--- src/rtl/fetch_unit.sv ---
// rtl/fetch_unit.sv - instruction fetch front end with single outstanding imem read and pc/instr FIFO
module fetch_unit #(
    parameter int AW    = 16,
    parameter int IW    = 32,
    parameter int DEPTH = 4
) (
    input  logic          clk,
    input  logic          reset,
    input  logic [AW-1:0] pc,
    output logic          pc_load,
    output logic [AW-1:0] pc_in,
    output logic          imem_req,
    output logic [AW-1:0] imem_addr,
    input  logic          imem_rvalid,
    input  logic [IW-1:0] imem_rdata,
    input  logic          redirect,
    input  logic [AW-1:0] redirect_pc,
    output logic          instr_valid,
    input  logic          instr_ready,
    output logic [IW-1:0] instr,
    output logic [AW-1:0] instr_pc
);

    localparam int PW = $clog2(DEPTH);
    localparam int CW = PW + 1;

    typedef enum logic [1:0] {
        S_IDLE,
        S_WAIT,
        S_DISCARD
    } state_t;

    state_t        state_q, state_d;
    logic [AW-1:0] req_pc_q, req_pc_d;
    logic [PW-1:0] wr_ptr_q, wr_ptr_d;
    logic [PW-1:0] rd_ptr_q, rd_ptr_d;
    logic [CW-1:0] count_q, count_d;

    logic [AW-1:0] fifo_pc_q    [DEPTH];
    logic [IW-1:0] fifo_instr_q [DEPTH];

    logic          push;
    logic          pop;
    logic          have_space;
    logic          load;
    logic [AW-1:0] load_pc;
    logic          req;
    logic [AW-1:0] addr;

    assign have_space = (count_q < CW'(DEPTH));
    assign pop        = (count_q != '0) && instr_ready;

    always_comb begin
        state_d  = state_q;
        req_pc_d = req_pc_q;
        push     = 1'b0;
        load     = 1'b1;
        load_pc  = pc;
        req      = 1'b0;
        addr     = '0;

        case (state_q)
            S_IDLE: begin
                if (have_space) begin
                    req      = 1'b1;
                    addr     = pc;
                    req_pc_d = pc;
                    load     = 1'b0;
                    load_pc  = '0;
                    state_d  = S_WAIT;
                end
            end
            S_WAIT: begin
                if (imem_rvalid) begin
                    push    = 1'b1;
                    state_d = S_IDLE;
                end
            end
            S_DISCARD: begin
                if (imem_rvalid) begin
                    state_d = S_IDLE;
                end
            end
            default: state_d = S_IDLE;
        endcase

        // Redirect overrides everything: steer the pc, cancel issue, and orphan any in-flight read.
        if (redirect) begin
            load     = 1'b1;
            load_pc  = redirect_pc;
            req      = 1'b0;
            addr     = '0;
            push     = 1'b0;
            req_pc_d = req_pc_q;
            case (state_q)
                S_WAIT:    state_d = imem_rvalid ? S_IDLE : S_DISCARD;
                S_DISCARD: state_d = imem_rvalid ? S_IDLE : S_DISCARD;
                default:   state_d = S_IDLE;
            endcase
        end
    end

    always_comb begin
        wr_ptr_d = wr_ptr_q;
        rd_ptr_d = rd_ptr_q;
        count_d  = count_q + CW'(push) - CW'(pop);
        if (push) begin
            wr_ptr_d = wr_ptr_q + PW'(1);
        end
        if (pop) begin
            rd_ptr_d = rd_ptr_q + PW'(1);
        end
        if (redirect) begin
            wr_ptr_d = '0;
            rd_ptr_d = '0;
            count_d  = '0;
        end
    end

    always_ff @(posedge clk or negedge reset) begin
        if (!reset) begin
            state_q  <= S_IDLE;
            req_pc_q <= '0;
            wr_ptr_q <= '0;
            rd_ptr_q <= '0;
            count_q  <= '0;
        end else begin
            state_q  <= state_d;
            req_pc_q <= req_pc_d;
            wr_ptr_q <= wr_ptr_d;
            rd_ptr_q <= rd_ptr_d;
            count_q  <= count_d;
        end
    end

    // Storage needs no reset: the head is only exposed while count is non-zero.
    always_ff @(posedge clk) begin
        if (push) begin
            fifo_pc_q[wr_ptr_q]    <= req_pc_q;
            fifo_instr_q[wr_ptr_q] <= imem_rdata;
        end
    end

    assign pc_load     = reset & load;
    assign pc_in       = reset ? load_pc : '0;
    assign imem_req    = reset & req;
    assign imem_addr   = reset ? addr : '0;
    assign instr_valid = (count_q != '0);
    assign instr       = instr_valid ? fifo_instr_q[rd_ptr_q] : '0;
    assign instr_pc    = instr_valid ? fifo_pc_q[rd_ptr_q] : '0;

endmodule

--- config.mk ---
export PLATFORM = sky130hd
export DESIGN_NAME = fetch_unit
export DESIGN_NICKNAME = d
export VERILOG_FILES = /design/src/rtl/fetch_unit.sv
export SDC_FILE = /design/constraint.sdc
export NUM_CORES = 1
export LEC_CHECK = 0
export CORE_AREA = 8 8 158 160
export CTS_CLUSTER_DIAMETER = 50
export DETAILED_ROUTE_END_ITERATION = 7
export DIE_AREA = 0 0 166 168
export PLACE_DENSITY = 0.62
export SLEW_MARGIN = 25
export SYNTH_ARGS = -nofsm -noshare
export SYNTH_HDL_FRONTEND = slang
export SYNTH_SLANG_ARGS = --single-unit
--- constraint.sdc ---
create_clock -name clk -period 2.2 [get_ports clk]
set_input_delay 0.66 -clock clk [delete_from_list [all_inputs] [get_ports clk]]
set_output_delay 0.66 -clock clk [all_outputs]
set_load 0.02 [all_outputs]
* After elaboration in Yosys (flattened, before gate mapping)
Memory sizes are Yosys's and may differ from the RTL's. Index checks and enable logic that the tools add are counted.
Storage, ports and cells: memories 2, input port bits 69, output and inout bits 83, RAM bits 192, bits in registers 25, word-level logic and storage cells 59
Operators by class: muxes and demuxes 32, reduce and logical (&&, ||, !) cells 8, bitwise operators 3, magnitude comparators 1, equality and inequality tests 4, $add $sub $neg 4
Memories:
- fifo_instr_q | depth 4, bits a word 32, rd ports 1, clocked after memory_dff 0, wr ports 1, RTL line 40 | logic [IW-1:0] fifo_instr_q [DEPTH];
- fifo_pc_q | depth 4, bits a word 16, rd ports 1, clocked after memory_dff 0, wr ports 1, RTL line 39 | logic [AW-1:0] fifo_pc_q [DEPTH];
Operator list (number):
- $mux 16 | 9
- $mux 32 | 1
- $mux 2 | 9
- $mux 1 | 11
- $add 2x1->2 const B | 2
- $pmux 2 s2 | 1
- $reduce_bool 2->1 | 2
- $add 3x1->3 | 1
- $lt 3x3->1 const B | 1
- $mux 3 | 1
- $ne 3x1->1 const B | 1
- $ne 3x3->1 const B | 1
- $reduce_and 3->1 | 1
- $reduce_bool 3->1 | 1
- $sub 3x1->3 | 1
- $and 1x1->1 | 2
- $eq 2x1->1 const B | 1
- $eq 2x2->1 const B | 1
- $logic_not 2->1 | 1
- $reduce_and 2->1 | 1
- $reduce_or 2->1 | 1
- $logic_and 1x1->1 | 1
- $not 1->1 | 1

* Logic depth before layout (Yosys ltp)
Gate-level depths: netlist of the first run.
depth after elaboration 6, mapped depth 12, mapped depth without buffers 12

* Worst setup path before layout of the first run
Ideal clock, no wire load.
path type in2reg, from input port redirect, to memory fifo_instr_q[0][0], enable pin, slack -370 ps, path buffers 1, required time 1790 ps, stages on the path 3, library setup time 410 ps, arrival time 2160 ps, cell sequence buf_6 -> nor2_1 -> and2_1
Between the ends: cells in the longest elaborated chain, start to end 3
RTL lines:
- start: declaration | RTL line 16 | input logic redirect,
- $mux 1 | RTL line 88 | if (redirect) begin
- $mux 1 | RTL line 138 | if (push) begin
- $mux 1 (implied by the code) | RTL line 140 | fifo_instr_q[wr_ptr_q] <= imem_rdata;
- end: declaration | RTL line 40
No other way between the ends.

* Worst setup path in the final report of the first run
from register rd_ptr_q[0], to output port instr_pc[14]
Between the ends: cells in the longest elaborated chain, start to end 2
RTL lines:
- start: declaration | RTL line 36 | logic [PW-1:0] rd_ptr_q, rd_ptr_d;
- start signal: assignment | RTL line 131 | rd_ptr_q <= rd_ptr_d;
- $mem_v2 4x16
- $mux 16 | RTL line 150 | assign instr_pc = instr_valid ? fifo_pc_q[rd_ptr_q] : '0;
- end: declaration | RTL line 21 | output logic [AW-1:0] instr_pc
No other way between the ends.

==> results of run 1 <==
## state kept, by name, indices dropped and copies added (netlist names)
register and flops:
rd_ptr_q 2, state_q 2, req_pc_q 16, fifo_instr_q 128, count_q 3, fifo_pc_q 64, wr_ptr_q 2
## report_power, final
part	total [mW]	internal, mW	switching [mW]
registers	5.31	5.01	0.298
clock network	3.90	2.32	1.58
logic	6.62	3.77	2.85
total	15.8	11.1	4.73
## final cells by class
class / count / area (um^2) / share of cell area
Clock buffer: 30 / 674 / 0.0506
Clock inverter: 16 / 123 / 0.00920
Inverter: 12 / 47.5 / 0.00357
Multi-Input combinational cell: 202 / 2690 / 0.202
Sequential cell: 217 / 6400 / 0.480
Tap cell: 285 / 357 / 0.0268
Timing Repair Buffer: 274 / 3040 / 0.228
## per-layer routing
layer	up-vias	wire length, um	track usage
met4	0	345	0.0399
met3	29	1150	0.0341
met2	154	11100	0.269
met5	-	0	0
li1	2340	-	-
met1	2665	9380	0.188
## per-stage QoR
step / setup WS (ns) / cells / TNS (ns) / util
after CTS: -0.633 / 1025 / -41.60 / 0.570
after floorplan: -0.0299 / 457 / -0.295 / -
after detailed placement: -0.882 / 937 / -92.31 / 0.505
after global routing: -0.649 / 1036 / -46.20 / 0.596
after global placement: -0.851 / 937 / -88.23 / 0.505
final: -0.582 / 1036 / -39.75 / 0.596
## timing repair
action | CTS | global route
gates resized for setup | 469 | 133
cloned | 7 | 3
pin swaps | 15 | 16
endpoints found under the setup margin | 85 | 276
buffers inserted | 35 | 14
## final timing paths
kind / startpoint / end / cells past startpoint
setup / recovery: rd_ptr_q[0]$_DFFE_PN0P_ / instr_pc[14] / 6
hold / removal: reset / req_pc_q[8]$_DFFE_PN0P_ / 2
setup reg to reg: count_q[1]$_DFF_PN0_ / count_q[2]$_DFF_PN0_ / 10
hold reg to reg: req_pc_q[15]$_DFFE_PN0P_ / fifo_pc_q[1][15]$_DFFE_PP_ / 0
max in group asynchronous: reset / rd_ptr_q[0]$_DFFE_PN0P_ / 3
min in group clk: req_pc_q[15]$_DFFE_PN0P_ / fifo_pc_q[1][15]$_DFFE_PP_ / 0
## cells by family (layout without fill, tap and decap cells)
kind of cell | after synthesis | count (layout)
xor gates and xnor gates | 4 | 4
buffers and inverters | 38 | 332
DFF | 217 | 217
muxes | 80 | 80
and+or+nand+nor | 102 | 102
adders and majority gates | 9 | 9
AOI/OAI and AO/OA | 7 | 7
## cells in the final DEF (no fill, tap or decap), types with 16 or more instances in the layout
cell,n
edfxtp_1,192
buf_6,92
buf_4,68
clkdlybuf4s50_1,66
mux4_2,48
nor2b_4,30
buf_12,29
clkbuf_16,28
dfrtp_1,22
nor2b_1,18
and3_4,16
mux2i_1,16
mux2_2,16
## critical path, cell delays in order (launching register included)
cell	delay (ns)
dfrtp_4	0.54
buf_6	0.15
buf_12	0.14
buf_6	0.11
mux4_2	0.41
nor2b_4	0.15
buf_6	0.12
==> results.txt, run 1 <==
----------------------------------------------------
[Floorplanning]
  Area of the core ... 0.0224 mm^2
  Top-level port count ... ~150
  Vert. Die Dim ... 168 um
  Width of the die ... about 170 um
  Effective utilization at floorplan ... 0.395
  Die area ... 0.0279 mm^2
  Number of core rows ... 55

[Clock network]
  CTS sink cnt ... 217
  H-tree lvl count ... 1
  CTS Root Buffer Type ... clkbuf_16
  Clk Latency, worst-skew pair ... between 0.5 and 0.6 ns
  Clock transition at the registers of the reported paths ... 0.06 ns
  Number of buffers added by the clock tree synthesis step ... 25
  TritonCTS clock tree ... yes
  Maximum buffer depth of the clock tree ... 3
  Hold buffer count at CTS ... 0

[Yosys]
  Post-synthesis compound-gate area fraction ... 0.00454
  Number of standard cells after synthesis ... 457
  Number of different library cells in the post-synthesis netlist ... 29
  Dominant cell type by area after synthesis ... edfxtp_1
  Register area share after synthesis ... 0.724
  Post-synth design cell area ... 0.00882 mm^2
  EDFF count, synth ... approximately 190
  Mean cell area of the mapped netlist ... 19.3 um^2
  Largest cells by area after synthesis ... edfxtp_1 (65%), mux4_2 (12%), dfrtp_1 (7.1%)
  List of most frequent post-synthesis cells ... edfxtp_1 (192), mux4_2 (48), nor2b_1 (48), dfrtp_1 (25), nor2_1 (22)
  Adder-cell share of the synthesized area ... 0.0136
  Net count of the mapped netlist ... 535
  Synthesis-stage register bit count ... 217
  Share of flip-flops with an asynchronous set or reset after synthesis ... 0.115
  Simple-Gate Fraction of Synth Area ... 0.0671
  Cell with the most instances after synthesis ... edfxtp_1
  Yosys top cell area share ... 0.653
  Multiplexer share of the synthesized area ... 0.161
  Synthesized-area fraction occupied by xor and xnor cells ... 0.00397
  Largest family of logic cells by synthesized area ... multiplexers
  Synth warnings ... 0
  Leading register cell type out of synthesis ... edfxtp_1

[Global route]
  Number of antenna violations at the first check in global routing ... 0
  Remaining global-route overflow ... 0
  Via count of the first global-routing pass ... slightly below 6k
  First-pass GRT wire length ... roughly 33000 um
  Largest net degree at the start of global routing ... 26
  Total global routing track utilization ... 0.153

[Worst setup path]
  Worst endpoint required time ... 1.54 ns
  Element type at the critical path end ... primary output
  Startpoint type of the worst setup path ... flip-flop
  Register-to-register setup slack ... 0.07 ns
  Arrival time of data at the critical path endpoint ... 2.12 ns
  Peak fanout along the critical path ... 7
  Worst Path Class, Setup ... flip-flop to primary output

[Run status]
  Result of the run ... finished, violations left
  Violations in the final reports ... negative setup slack

[Timing]
  Maximum clock frequency ... 359 MHz
  Setup violators final ... 83
  Worst clock skew ... roughly 0.016 ns
  Period utilization ... 1.26
  Slack of the critical path ... -0.582 ns
  Time the worst path needs with I/O delays and setup ... 2.78 ns
  Max-slew violations ... 0
  Max-slew headroom ... 0.797
  Final hold violation count ... 0
  Slew at the pin closest to its max-slew limit ... between 0.2 and 0.3 ns
  Setup repair after global routing missed its margin ... true
  Hold Worst Slack ... 0.282 ns

[Routing]
  Vias ... just over 5k
  Total routed wirelength ... 22000 um
  Residual DRC ... 0
  Antenna-violating nets left ... 0
  Number of vias per cell after detailed routing ... between 5 and 6
  Starting DRT DRC Count ... between 200 and 300
  Mean routed wirelength per cell ... roughly 21 um
  Initial DRT Pass Iterations ... 4

[Power and ir drop]
  Total Power Consumption ... about 16 mW
  Power density of the placed cells ... 1190 mW/mm^2
  Worst supply voltage drop on vdd ... 0.000492 V
  Leak pwr ... 4.95 nW

[Final layout]
  Final Instance Area ... ~0.013 mm^2
  Count of nets after finishing ... 810
  Ant. Diodes ... 0
  Filler cells ... 1635
  Fraction of layout cells with a size suffix above 1 ... 0.525
  Synthesis-to-layout area growth ... 51.0%

[Job]
  Max-cap violations ... 0

[Placed design]
  Port buffer count ... 151
  Placer Congestion ... around 0.75
  HPWL after detailed placement ... 13600 um
  Cell Area, Placed ... 0.0113 mm^2

[Hold path]
  Class of the most critical hold timing path ... primary input to asynchronous set/reset pin

----------------------------------------------------
No activity file was read; power rests on OpenSTA's default activity.
==> run 2, diff against run 1 <==
--- a/config.mk
+++ b/config.mk
@@ -5,11 +5,11 @@
 export SDC_FILE = /design/constraint.sdc
 export NUM_CORES = 1
 export LEC_CHECK = 0
-export CORE_AREA = 8 8 158 160
+export CORE_AREA = 8 8 145 147
 export CTS_CLUSTER_DIAMETER = 50
 export DETAILED_ROUTE_END_ITERATION = 7
-export DIE_AREA = 0 0 166 168
-export PLACE_DENSITY = 0.62
+export DIE_AREA = 0 0 153 155
+export PLACE_DENSITY = 0.73
 export SLEW_MARGIN = 25
 export SYNTH_ARGS = -nofsm -noshare
 export SYNTH_HDL_FRONTEND = slang
==> results.txt, run 2 (synthesis results as in run 1) <==
----------------------------------------------------
[Job]
  Max-cap violations ... 0 (unchanged)

[Worst setup path]
  Cell chain of the critical path ... buf_6 -> buf_8 -> buf_16 -> mux4_2 -> nor2b_4 -> buf_6 (was buf_6 -> buf_12 -> buf_6 -> mux4_2 -> nor2b_4 -> buf_6)
  Register-to-register setup slack ... -0.04 ns (was 0.07 ns)
  Element type at the critical path end ... primary output (unchanged)
  Arrival time of data at the critical path endpoint ... 2.11 ns (was 2.12 ns)
  Most frequent cell on the critical path ... buf_6 (unchanged)
  Worst endpoint required time ... 1.54 ns (about the same)
  Peak fanout along the critical path ... 5 (was 7)
  Slowest stage delay, CP ... 0.51 ns (was 0.54 ns)
  Origin of the critical flop-to-flop path ... count_q[2]$_DFF_PN0_ (was count_q[1]$_DFF_PN0_)
  Standard cell with the maximum stage delay on the critical path ... dfrtp_4 (unchanged)
  Endpoint of the lowest-slack register-to-register path ... count_q[1]$_DFF_PN0_ (was count_q[2]$_DFF_PN0_)
  Register-to-Register Path Depth ... 10 (unchanged)
  Startpoint type of the worst setup path ... flip-flop (unchanged)
  Worst Path Class, Setup ... flip-flop to primary output (unchanged)

[Final layout]
  Fraction of layout cells with a size suffix above 1 ... 0.490 (was 0.525)
  Ant. Diodes ... 0 (unchanged)
  Most frequent standard cell in the layout excluding fill and tap cells ... edfxtp_1 (unchanged)
  Synthesis-to-layout area growth ... 45.2% (was 51.0%)
  Commonest cells after routing, fill and taps aside ... edfxtp_1 (192), buf_6 (70), clkdlybuf4s50_1 (66) (was edfxtp_1 (192), buf_6 (92), buf_4 (68))
  Regs by FF count ... fifo_instr_q: 128 flops, fifo_pc_q: 64 flops, req_pc_q: 16 flops (unchanged)
  Max reg flops ... 128 (unchanged)
  Filler cells ... 1194 (was 1635)
  Post-Layout Cell Count ... 948 (was 1036)
  Final Instance Area ... 0.0128 mm^2 (was 0.0133 mm^2)
  Most flop-heavy register ... fifo_instr_q (unchanged)
  Count of nets after finishing ... 771 (was 810)
  Sequential cell area ... 0.00640 mm^2 (unchanged)
  Multi-input gate area ... 0.00265 mm^2 (was 0.00269 mm^2)
  Fraction of the core area covered by cells at the end of the flow ... 0.676 (was 0.596)

[Timing]
  Period utilization ... 1.26 (about the same)
  Maximum clock frequency ... 361 MHz (was 359 MHz)
  Worst clock skew ... 0.0258 ns (was 0.0164 ns)
  Setup repair after global routing missed its margin ... true (unchanged)
  Hold Worst Slack ... 0.331 ns (was 0.282 ns)
  Setup violators final ... 85 (was 83)
  Slack of the critical path ... -0.573 ns (was -0.582 ns)
  Final hold violation count ... 0 (unchanged)
  Max-slew headroom ... 0.793 (was 0.797)
  Max-slew violations ... 0 (unchanged)
  Setup TNS Final ... -37.03 ns (was -39.75 ns)
  Slew at the pin closest to its max-slew limit ... 0.302 ns (was 0.296 ns)
  Time the worst path needs with I/O delays and setup ... 2.77 ns (was 2.78 ns)

[Clock network]
  H-tree lvl count ... 1 (unchanged)
  Clock transition at the registers of the reported paths ... 0.07 ns (was 0.06 ns)
  CTS Root Buffer Type ... clkbuf_16 (unchanged)
  Hold buffer count at CTS ... 0 (unchanged)
  Maximum buffer depth of the clock tree ... 3 (unchanged)
  Clk Latency, worst-skew pair ... 0.50 ns (was 0.51 ns)
  CTS sink cnt ... 217 (unchanged)
  TritonCTS clock tree ... yes (unchanged)
  Number of buffers added by the clock tree synthesis step ... 23 (was 25)

[Placed design]
  Placer Congestion ... 0.770 (was 0.754)
  HPWL after detailed placement ... 12900 um (was 13600 um)
  Worst setup slack after placement ... -1.00 ns (was -0.882 ns)
  Port buffer count ... 151 (unchanged)
  Cell Area, Placed ... 0.0111 mm^2 (was 0.0113 mm^2)
  Number of instances in the placed design ... 877 (was 937)

[Floorplanning]
  Die area ... 0.0237 mm^2 (was 0.0279 mm^2)
  Top-level port count ... 152 (unchanged)
  Width of the die ... 153 um (was 166 um)
  Effective utilization at floorplan ... 0.466 (was 0.395)
  Vert. Die Dim ... 155 um (was 168 um)
  Number of core rows ... 51 (was 55)
  Area of the core ... 0.0190 mm^2 (was 0.0224 mm^2)

[Routing]
  Starting DRT DRC Count ... 265 (was 292)
  Vias ... 4991 (was 5188)
  Initial DRT Pass Iterations ... 4 (unchanged)
  Total routed wirelength ... 20300 um (was 22000 um)
  Antenna-violating nets left ... 0 (unchanged)
  Residual DRC ... 0 (unchanged)
  Mean routed wirelength per cell ... 21.4 um (was 21.2 um)
  Number of vias per cell after detailed routing ... 5.26 (was 5.01)

[Global route]
  Global-route met3 utilization ... 0.0413 (was 0.0341)
  Largest net degree at the start of global routing ... 27 (was 26)
  Via count of the first global-routing pass ... 5593 (was 5819)
  Most congested layer reported by global routing ... met2 (unchanged)
  Remaining global-route overflow ... 0 (unchanged)
  Met2 usage in global routing ... 0.297 (was 0.269)
  First-pass GRT wire length ... 30800 um (was 33400 um)
  GR Util met1 ... 0.204 (was 0.188)
  Total global routing track utilization ... 0.167 (was 0.153)
  Number of antenna violations at the first check in global routing ... 0 (unchanged)

[Run status]
  Violations in the final reports ... negative setup slack (unchanged)
  Result of the run ... finished, violations left (unchanged)

[Power and ir drop]
  Total Power Consumption ... 15.4 mW (was 15.8 mW)
  Worst supply voltage drop on vdd ... 0.000691 V (was 0.000492 V)
  Leak pwr ... 4.68 nW (was 4.95 nW)
  Power density of the placed cells ... 1200 mW/mm^2 (was 1190 mW/mm^2)

[Hold path]
  Class of the most critical hold timing path ... primary input to asynchronous set/reset pin (unchanged)

----------------------------------------------------
run 2: worst max-delay path by stage:
stage / startpoint / to / slack, ns / cells after the start
after detailed placement: redirect / imem_addr[2] / -1.00 / 5
after global routing: rd_ptr_q[0]$_DFFE_PN0P_ / instr_pc[8] / -0.63 / 6
after global placement: redirect / imem_addr[2] / -0.96 / 5
after floorplan: redirect / pc_in[11] / -0.03 / 6
final: rd_ptr_q[0]$_DFFE_PN0P_ / instr_pc[8] / -0.57 / 6
after CTS: rd_ptr_q[0]$_DFFE_PN0P_ / instr_pc[8] / -0.61 / 6
run 2: final cells by class:
type,count,share of cell area
Clock inverter,14,0.0166
Clock buffer,28,0.0471
Sequential cell,217,0.499
Inverter,12,0.00390
Tap cell,238,0.0232
Timing Repair Buffer,237,0.204
Multi-Input combinational cell,202,0.206
run 2: layer usage:
| layer | up-vias | wire [um] |
|---|---|---|
| met5 | - | 0 |
| met4 | 0 | 223 |
| met3 | 21 | 1320 |
| met2 | 170 | 10400 |
| met1 | 2546 | 8360 |
| li1 | 2254 | - |
run 2: repair_timing:
action                                  4_1_cts  5_1_grt
resized for setup                           451      119
cloned                                        8        3
hold endpoints to repair                      0        0
setup buffers                                20        4
endpoints found under the setup margin       85       89
pin swaps                                    11       22
run 2: critical path: cells and delay by family (launching register included):
family | cells | cell delay, ns
flip-flops | 1 | 0.51
buffers and inverters | 4 | 0.53
multiplexers | 1 | 0.44
AND/OR/NAND/NOR | 1 | 0.15
run 2: report_power, final:
part / total [mW] / internal [mW] / switching, mW
registers: 5.29 / 5.01 / 0.286
clock network: 4.09 / 2.56 / 1.52
logic: 6.04 / 3.34 / 2.70
